--- config.mk ---
export PLATFORM = sky130hd
export DESIGN_NAME = sid_spi_regs
export DESIGN_NICKNAME = d
export VERILOG_FILES = /design/src/rtl/sid_pkg.sv /design/src/rtl/sid_sync2.sv /design/src/rtl/sid_spi_regs.sv
export SDC_FILE = /design/constraint.sdc
export NUM_CORES = 1
export LEC_CHECK = 0
export BUFFER_PORTS_ARGS = -buffer_cell sky130_fd_sc_hd__buf_2
export CAP_MARGIN = 20
export CORE_MARGIN = 4
export CORE_UTILIZATION = 57
export DETAILED_ROUTE_END_ITERATION = 16
export PLACE_DENSITY = 0.88
export REMOVE_ABC_BUFFERS = 1
export SETUP_SLACK_MARGIN = 0.05
export SYNTH_ARGS = -nofsm -noshare
export SYNTH_HDL_FRONTEND = slang
export SYNTH_SLANG_ARGS = --single-unit
--- constraint.sdc ---
create_clock -name clk -period 2.6 [get_ports clk]
set_clock_uncertainty 0.1 [all_clocks]
set_input_delay 0.26 -clock clk [delete_from_list [all_inputs] [get_ports clk]]
set_output_delay 0.26 -clock clk [all_outputs]
set_load 0.005 [all_outputs]
--- src/rtl/sid_pkg.sv ---
// ----------------------------------------------------------------------------
// sid_pkg: shared constants, FSM state type and read mux for the SID SPI bank
// Rev 1.0
// ----------------------------------------------------------------------------
`default_nettype none

package sid_pkg;

  localparam int SID_FRAME_BITS = 16;

  localparam logic [2:0] SID_ADDR_FREQ_LO  = 3'd0;
  localparam logic [2:0] SID_ADDR_FREQ_HI  = 3'd1;
  localparam logic [2:0] SID_ADDR_DURATION = 3'd2;
  localparam logic [2:0] SID_ADDR_ATTACK   = 3'd3;
  localparam logic [2:0] SID_ADDR_SUSTAIN  = 3'd4;
  localparam logic [2:0] SID_ADDR_WAVEFORM = 3'd5;

  typedef enum logic [1:0] {
    IDLE   = 2'd0,
    SHIFT  = 2'd1,
    COMMIT = 2'd2
  } sid_spi_state_t;

  // Readback of the committed register state; unmapped addresses read as zero.
  function automatic logic [7:0] sid_read_mux(
    input logic [2:0]  addr,
    input logic [15:0] freq,
    input logic [7:0]  dur,
    input logic [7:0]  att,
    input logic [7:0]  sus,
    input logic [7:0]  wav
  );
    case (addr)
      SID_ADDR_FREQ_LO:  sid_read_mux = freq[7:0];
      SID_ADDR_FREQ_HI:  sid_read_mux = freq[15:8];
      SID_ADDR_DURATION: sid_read_mux = dur;
      SID_ADDR_ATTACK:   sid_read_mux = att;
      SID_ADDR_SUSTAIN:  sid_read_mux = sus;
      SID_ADDR_WAVEFORM: sid_read_mux = wav;
      default:           sid_read_mux = 8'h00;
    endcase
  endfunction

endpackage

`default_nettype wire

--- src/rtl/sid_sync2.sv ---
// ----------------------------------------------------------------------------
// sid_sync2: parameterised-depth single-bit synchronizer with a reset value port
// Rev 1.0
// ----------------------------------------------------------------------------
`default_nettype none

module sid_sync2 #(
  parameter int STAGES = 2
) (
  input  logic clk,
  input  logic rst_n,
  input  logic rst_val_i,
  input  logic d_i,
  output logic q_o
);

  logic [STAGES-1:0] chain_q;

  always_ff @(posedge clk) begin
    if (!rst_n) begin
      chain_q <= {STAGES{rst_val_i}};
    end else begin
      chain_q <= {chain_q[STAGES-2:0], d_i};
    end
  end

  assign q_o = chain_q[STAGES-1];

endmodule

`default_nettype wire

--- src/rtl/sid_spi_regs.sv ---
// ----------------------------------------------------------------------------
// sid_spi_regs: oversampled SPI mode-0 slave driving the SID voice control bus
// Rev 1.0
// ----------------------------------------------------------------------------
`default_nettype none

module sid_spi_regs
  import sid_pkg::*;
#(
  parameter int FRAME_BITS  = SID_FRAME_BITS,
  parameter int SYNC_STAGES = 2
) (
  input  logic        clk,
  input  logic        rst_n,
  input  logic        sclk,
  input  logic        cs_n,
  input  logic        mosi,
  output logic        miso,
  output logic [15:0] frequency,
  output logic [7:0]  duration,
  output logic [7:0]  attack,
  output logic [7:0]  sustain,
  output logic [7:0]  waveform
);

  logic sclk_s, cs_s, mosi_s;

  sid_sync2 #(.STAGES(SYNC_STAGES)) u_sync_sclk (
    .clk(clk), .rst_n(rst_n), .rst_val_i(1'b0), .d_i(sclk), .q_o(sclk_s));
  // Resetting cs_n low means a frame already in progress at reset release yields no falling edge.
  sid_sync2 #(.STAGES(SYNC_STAGES)) u_sync_cs (
    .clk(clk), .rst_n(rst_n), .rst_val_i(1'b0), .d_i(cs_n), .q_o(cs_s));
  sid_sync2 #(.STAGES(SYNC_STAGES)) u_sync_mosi (
    .clk(clk), .rst_n(rst_n), .rst_val_i(1'b0), .d_i(mosi), .q_o(mosi_s));

  sid_spi_state_t        state_q, state_d;
  logic                  sclk_prev_q, cs_prev_q;
  logic [4:0]            cnt_q, cnt_d;
  logic [FRAME_BITS-1:0] sr_q, sr_d;
  logic [7:0]            tx_q, tx_d;
  logic                  miso_q, miso_d;
  logic [7:0]            shadow_q, shadow_d;
  logic [15:0]           freq_q, freq_d;
  logic [7:0]            dur_q, dur_d, att_q, att_d, sus_q, sus_d, wav_q, wav_d;

  logic sclk_rise, sclk_fall, cs_rise, cs_fall;
  assign sclk_rise = sclk_s & ~sclk_prev_q;
  assign sclk_fall = ~sclk_s & sclk_prev_q;
  assign cs_rise   = cs_s & ~cs_prev_q;
  assign cs_fall   = ~cs_s & cs_prev_q;

  always_ff @(posedge clk) begin
    if (!rst_n) begin
      state_q     <= IDLE;
      sclk_prev_q <= 1'b0;
      cs_prev_q   <= 1'b0;
      cnt_q       <= '0;
      sr_q        <= '0;
      tx_q        <= '0;
      miso_q      <= 1'b0;
      shadow_q    <= '0;
      freq_q      <= '0;
      dur_q       <= '0;
      att_q       <= '0;
      sus_q       <= '0;
      wav_q       <= '0;
    end else begin
      state_q     <= state_d;
      sclk_prev_q <= sclk_s;
      cs_prev_q   <= cs_s;
      cnt_q       <= cnt_d;
      sr_q        <= sr_d;
      tx_q        <= tx_d;
      miso_q      <= miso_d;
      shadow_q    <= shadow_d;
      freq_q      <= freq_d;
      dur_q       <= dur_d;
      att_q       <= att_d;
      sus_q       <= sus_d;
      wav_q       <= wav_d;
    end
  end

  always_comb begin
    state_d  = state_q;
    cnt_d    = cnt_q;
    sr_d     = sr_q;
    tx_d     = tx_q;
    miso_d   = miso_q;
    shadow_d = shadow_q;
    freq_d   = freq_q;
    dur_d    = dur_q;
    att_d    = att_q;
    sus_d    = sus_q;
    wav_d    = wav_q;

    case (state_q)
      IDLE: begin
        if (cs_fall) begin
          cnt_d   = '0;
          sr_d    = '0;
          tx_d    = '0;
          state_d = SHIFT;
        end
      end
      SHIFT: begin
        if (cs_rise) begin
          state_d = COMMIT;
        end else if (sclk_rise) begin
          sr_d = {sr_q[FRAME_BITS-2:0], mosi_s};
          if (cnt_q != 5'd17) cnt_d = cnt_q + 5'd1;
          // On the 8th rise sr_q[6] is the W bit and sr_q[5:3] the address.
          if (cnt_q == 5'd7 && !sr_q[6])
            tx_d = sid_read_mux(sr_q[5:3], freq_q, dur_q, att_q, sus_q, wav_q);
          if (cnt_q == 5'd15) miso_d = 1'b0;
        end else if (sclk_fall && cnt_q >= 5'd8 && cnt_q <= 5'd15) begin
          miso_d = tx_q[7];
          tx_d   = {tx_q[6:0], 1'b0};
        end
      end
      COMMIT: begin
        if (cnt_q == 5'd16 && sr_q[FRAME_BITS-1]) begin
          case (sr_q[14:12])
            SID_ADDR_FREQ_LO:  shadow_d = sr_q[7:0];
            SID_ADDR_FREQ_HI:  freq_d   = {sr_q[7:0], shadow_q};
            SID_ADDR_DURATION: dur_d    = sr_q[7:0];
            SID_ADDR_ATTACK:   att_d    = sr_q[7:0];
            SID_ADDR_SUSTAIN:  sus_d    = sr_q[7:0];
            SID_ADDR_WAVEFORM: wav_d    = sr_q[7:0];
            default: ;
          endcase
        end
        state_d = IDLE;
      end
      default: state_d = IDLE;
    endcase

    if (state_d != SHIFT) miso_d = 1'b0;
  end

  assign miso      = miso_q;
  assign frequency = freq_q;
  assign duration  = dur_q;
  assign attack    = att_q;
  assign sustain   = sus_q;
  assign waveform  = wav_q;

endmodule

`default_nettype wire

==> impl_metrics.ini, run 1 <==
[run_status]
status = completed

[clock_tree]
cts_tree = done
cts_num_sinks = 96
htreeDepth = 3
cts_buffers = 9
cts_buffer_depth = 2
clkSlewWorstSetupHoldPaths_ps = 90
post_cts_resized = 0
clock-root-buffer = clkbuf_8
clk-insertion-delay-late_ps = 370

[yosys]
synth-seq-cells = 96
synth.cell_area_um2 = 4150
synth_edf_count = 0
syn-mean-instance-area_um2 = 9.47
yosysSeqAreaShare_pct = 46.3
ys.flop_type = dfxtp_1
ys_warn_count = 0
ys_types = 54
syn_inst = 438
async_flop_share_pct = 0

[finish]
diodes = 0
drive_gt1_share_pct = 19.3
fin_nets = 492
post-route-util_pct = 67.1
syn2layout_area_growth_pct = 12.4

[worst_setup_path]
cp_common_cell = ha_1
r2r-start = cnt_q[0]$_SDFFE_PN0P_
crit_fanout = 9
worstPathCellList = ha_1, and3_1, ha_1, mux2_1, o2111a_2, o31ai_4, nor3_1, a32o_1
cpLargestDelayFamily = compound AO/OA/AOI/OAI gates
r2r_cells = 8
path_class = reg2reg
cp_num_buf_inv = 0
crit_path_start_kind = flip-flop
worst-r2r-setup-slack_ps = 150
slowest_stage = dfxtp_1
critical_path_required_ps = 2770
cp.arrival_ps = 2610
reg2reg_to = tx_q[6]$_SDFFE_PN0P_
endpoint_kind = flip-flop
cpPeakStageDelay_ps = 360

[timing]
fmax_ghz = 0.409
setup_viol = 0
worst_pin_slew_ps = 717
final-hold-violation-count = 0
finalSetupTns_ps = 0
finalCriticalPeriod_ps = 2450
drv_slew = 0
relSlewSlack_pct = 52.2
period_share_pct = 94.0
grt_setup_unrepaired = no

[floorplan]
design.die.area_um2 = 8700
start_util_pct = 59.7
die_h_um = 93.3
die_x_um = 93.3
core_area_um2 = 6940
num_rows = 30
io_pins = 54

[flow_run]
cap_violations = 0

[worst_hold_path]
hold-path-endpoint = u_sync_cs.chain_q[0]$_SDFF_PN0_
min_from = cs_n
whs_path_depth = 2
hold_class = in2reg

[route]
drtIter0Drc = 318
via_count = 3481
ant_nets = 0
firstDrtPassIters = 5
viasPerCell = 5.96
wl_per_cell_um = 17.2
post-route-drc-count = 0
drt_wl_total_um = 10000

[global_route]
grt_pass1_vias = 3288
antenna_found_initial = 0
grt.total_usage_pct = 23.6
grt_pass1_wl_um = 16200
grt_start_max_net_pins = 42
grt_overflow = 0

[power_and_ir_drop]
p_per_area_nw_per_um2 = 527
vdd_drop_max_mv = 0.466
power_leakage_nw = 1.97

[placed_design]
dp_hpwl_um = 6860
numPortBuffers = 53
gp_congestion = 0.824
[layer usage]
layer | routed length (µm) | global-route usage (%) | vias up
met5 | 0 | 0 | -
met4 | 248 | 10.4 | 0
met3 | 731 | 6.28 | 27
met2 | 4820 | 37.7 | 151
met1 | 4230 | 30.0 | 1672
li1 | - | - | 1631
[stage by stage]
stage               cells  hold slack [ps]  worst slack, ps  cell area, µm²  power [W]
detailed placement    565              326              118            4450    0.00158
global route          584             2.89             58.3            4660    0.00253
CTS                   583             4.41              111            4650    0.00246
finish                584             4.36              155            4660    0.00246
floorplan             403              282              244            3970    0.00156
global placement      565              318              220            4450    0.00158
[logic make-up (layout without fill, tap and decap cells)]
group,after synthesis,count (layout),share of synthesized area (%)
AO/OA/AOI/OAI,80,80,13.4
adder cells (fa/ha/maj),4,4,1.21
buffers and inverters,42,92,4.89
flip-flops,96,96,46.3
AND/OR/NAND/NOR,146,146,17.1
multiplexers,70,70,17.0
[state kept, by name, summed over array words and instances, names as in the netlist, 2 cells and up]
register and flops:
frequency 16, sr_q 16, attack 8, duration 8, shadow_q 8, sustain 8
tx_q 8, waveform 8, cnt_q 5, state_q 2, u_sync_cs.chain_q 2, u_sync_mosi.chain_q 2
u_sync_sclk.chain_q 2
[final cells by class]
cell class                      instances  area, µm²
Clock inverter                          6       51.3
Multi-Input combinational cell        300       2020
Clock buffer                           10        128
Fill cell                             541       2280
Tap cell                               96        120
Timing Repair Buffer                   69        390
Inverter                                7       26.3
Sequential cell                        96       1920
[how the worst max path moves through the flow]
stage | startpoint | endpoint | depth (start not counted)
final | cnt_q[0]$_SDFFE_PN0P_ | tx_q[6]$_SDFFE_PN0P_ | 8
after global placement | cnt_q[0]$_SDFFE_PN0P_ | tx_q[6]$_SDFFE_PN0P_ | 8
after detailed placement | cnt_q[0]$_SDFFE_PN0P_ | tx_q[6]$_SDFFE_PN0P_ | 8
after floorplan | rst_n | cnt_q[3]$_SDFFE_PN0P_ | 3
after CTS | cnt_q[0]$_SDFFE_PN0P_ | tx_q[6]$_SDFFE_PN0P_ | 8
after global routing | cnt_q[0]$_SDFFE_PN0P_ | tx_q[6]$_SDFFE_PN0P_ | 8
[power by group]
| part | internal, W | switching (W) | total (W) |
|---|---|---|---|
| clock | 0.000360 | 0.000542 | 0.000902 |
| sequential | 0.00148 | 0.00000641 | 0.00148 |
| combinational | 0.0000215 | 0.0000482 | 0.0000697 |
| total | 0.00186 | 0.000597 | 0.00246 |
[cells in the final DEF, fill, tap and decap left out, types with 2 or more instances in the layout]
master / Yosys / routed
nor3b_1: 2 / 2
nor3_1: 4 / 4
clkinv_4: 0 / 3
nand2b_1: 4 / 4
a22oi_1: 19 / 19
a21oi_1: 16 / 16
mux2_2: 4 / 4
and2_1: 10 / 10
and3b_1: 2 / 2
and3_1: 4 / 4
clkbuf_8: 0 / 9
nand4b_1: 3 / 3
o21ai_0: 15 / 15
buf_4: 1 / 14
a211oi_1: 5 / 5
dfxtp_1: 96 / 96
dlygate4sd3_1: 0 / 2
nand3_1: 7 / 7
nand2_1: 13 / 13
and4_1: 2 / 2
inv_1: 6 / 6
nor2_1: 81 / 81
mux2i_1: 65 / 65
ha_1: 4 / 4
nor2b_1: 7 / 7
a32o_1: 3 / 3
o22ai_1: 2 / 2
inv_6: 0 / 2
a22o_1: 2 / 2
a31oi_1: 4 / 4
buf_2: 14 / 53
[synthesized netlist by cell type (5+ instances only)]
cell / instances / area, µm²
buf_2: 14 / 70.1
nor2b_1: 7 / 43.8
mux2i_1: 65 / 651
nand3_1: 7 / 35.0
inv_1: 6 / 22.5
clkbuf_1: 17 / 63.8
and2_1: 10 / 62.6
a22oi_1: 19 / 143
nand2_1: 13 / 48.8
o21ai_0: 15 / 75.1
a211oi_1: 5 / 37.5
a21oi_1: 16 / 80.1
nor2_1: 81 / 304
dfxtp_1: 96 / 1920
[repair_timing]
| action | CTS | global route |
|---|---|---|
| hold buffers | 2 | 0 |
| endpoints found under the hold margin | 2 | 0 |
| setup endpoints to repair | 0 | 3 |
| buffers inserted | 0 | 1 |
Note: power is estimated with default switching activity, not from simulation.
==> inputs of run 2 (changes only) <==
- CORE_MARGIN: 4 -> 5
==> run 2 against run 1 <==
Effect of this change:
- clock power is 33% higher
- non-clock buffer count fell by 2
- first-iteration DRC count increased by 18%
- design area grew 1.3%
- register-to-register slack better by 70 ps
- largest power group unchanged
- maximum frequency is 3.0% higher
- worst setup slack better by 71 ps
- via count fell by 0.60%
- flip-flop and latch count stayed put
==> impl_metrics.ini, run 2 (synthesis gave the netlist of run 1 again) <==
[clock_tree]
cts_buffers = 9
cts_buffer_depth = 2
clk-insertion-delay-late_ps = 360
htreeDepth = 3
cts_tree = done
cts_num_sinks = 96
clkSlewWorstSetupHoldPaths_ps = 90
clock-root-buffer = clkbuf_8

[timing]
relSlewSlack_pct = 49.9
period_share_pct = 91.3
finalCriticalPeriod_ps = 2370
worst_pin_slew_ps = 750
drv_slew = 0
final-hold-violation-count = 0
hold_slack_ps = 8.58
grt_setup_unrepaired = no
setup_viol = 0
fmax_ghz = 0.421
finalSetupTns_ps = 0

[route]
wl_per_cell_um = 17.2
via_count = 3460
drtIter0Drc = 376
ant_nets = 0
drt_wl_total_um = 10100
viasPerCell = 5.91
post-route-drc-count = 0
firstDrtPassIters = 5

[flow_run]
cap_violations = 0

[floorplan]
num_rows = 31
die_x_um = 95.3
start_util_pct = 57.8
design.die.area_um2 = 9080
io_pins = 54
core_area_um2 = 7180
die_h_um = 95.3

[finish]
drive_gt1_share_pct = 19.5
fin_nets = 490
syn2layout_area_growth_pct = 13.9
diodes = 0
layout_commonest_cell = dfxtp_1
layout_common_cells = dfxtp_1, nor2_1, mux2i_1
design_area_um2 = 4720

[global_route]
grt_pass1_vias = 3351
grt_pass1_wl_um = 16800
grt.total_usage_pct = 23.7
grt_start_max_net_pins = 45
grt_overflow = 0
antenna_found_initial = 0

[worst_hold_path]
whs_path_depth = 2
hold_class = in2reg

[power_and_ir_drop]
vdd_drop_max_mv = 0.419
p_per_area_nw_per_um2 = 584
power_leakage_nw = 2.00

[worst_setup_path]
endpoint_kind = flip-flop
cp.arrival_ps = 2510
path_class = reg2reg
r2r_cells = 9
critical_path_required_ps = 2740
crit_path_start_kind = flip-flop
crit_fanout = 7

[run_status]
status = completed

[placed_design]
numPortBuffers = 53
gp_congestion = 0.886
place_area_um2 = 4460
dp_hpwl_um = 6850
-- run 2: changes by cell type in the layout (fill, tap and decap cells not counted), sizes merged --
cell,previous run,this run
buf,67,66
inv,9,8
clkinv,3,1
dlygate4sd3,2,1
bufinv,0,3
-- run 2: stage by stage --
step	worst slack (ps)	util, %	total power [W]	std cells
after floorplan	244	-	0.00156	403
after global placement	278	62.1	0.00158	568
after detailed placement	169	62.1	0.00158	568
after CTS	153	65.8	0.00275	585
after global routing	80.4	65.8	0.00283	585
final	226	65.8	0.00276	585
-- run 2: critical path: stages, from the launching register on --
cell and delay (ps):
dfxtp_1 370, ha_2 220, and3_1 180, ha_1 210, mux2_1 300, o2111a_2 200
o31ai_4 320, buf_4 200, nand3_1 80, o41ai_1 90
-- run 2: area by class of cell --
cell class	count	area [µm²]
fillers	565	2450
clock buffers	10	138
well taps	99	124
multi-input cells	300	2020
repair buffers	67	373
flip-flops and latches	96	1920
inverters	7	26.3
clock inverters	6	115
-- run 2: final timing paths --
kind                            slack (ps)                             from                           endpoint
worst min-delay path                     9                             mosi  u_sync_mosi.chain_q[0]$_SDFF_PN0_
worst max-delay path                   230            cnt_q[0]$_SDFFE_PN0P_               tx_q[5]$_SDFFE_PN0P_
worst min register to register         350  u_sync_cs.chain_q[0]$_SDFF_PN0_    u_sync_cs.chain_q[1]$_SDFF_PN0_
worst max register to register         230            cnt_q[0]$_SDFFE_PN0P_               tx_q[5]$_SDFFE_PN0P_
-- run 2: power breakdown --
part	switching [W]	total (W)	internal [W]
Clock	0.000533	0.00120	0.000670
Combinational	0.0000474	0.0000680	0.0000206
Sequential	0.00000577	0.00148	0.00148
-- run 2: layer usage --
metal	vias up	track usage [%]	wire, µm
met2	135	38.1	4750
met1	1663	30.5	4360
met4	0	12.6	373
met5	-	0	0
met3	39	3.87	599
li1	1623	-	-
-- run 2: repair_timing --
item | 4_1_cts | 5_1_grt
setup buffers | 0 | 0
hold buffers | 1 | 0
hold endpoints to repair | 1 | 0
gates resized for setup | 0 | 1
setup endpoints to repair | 0 | 4
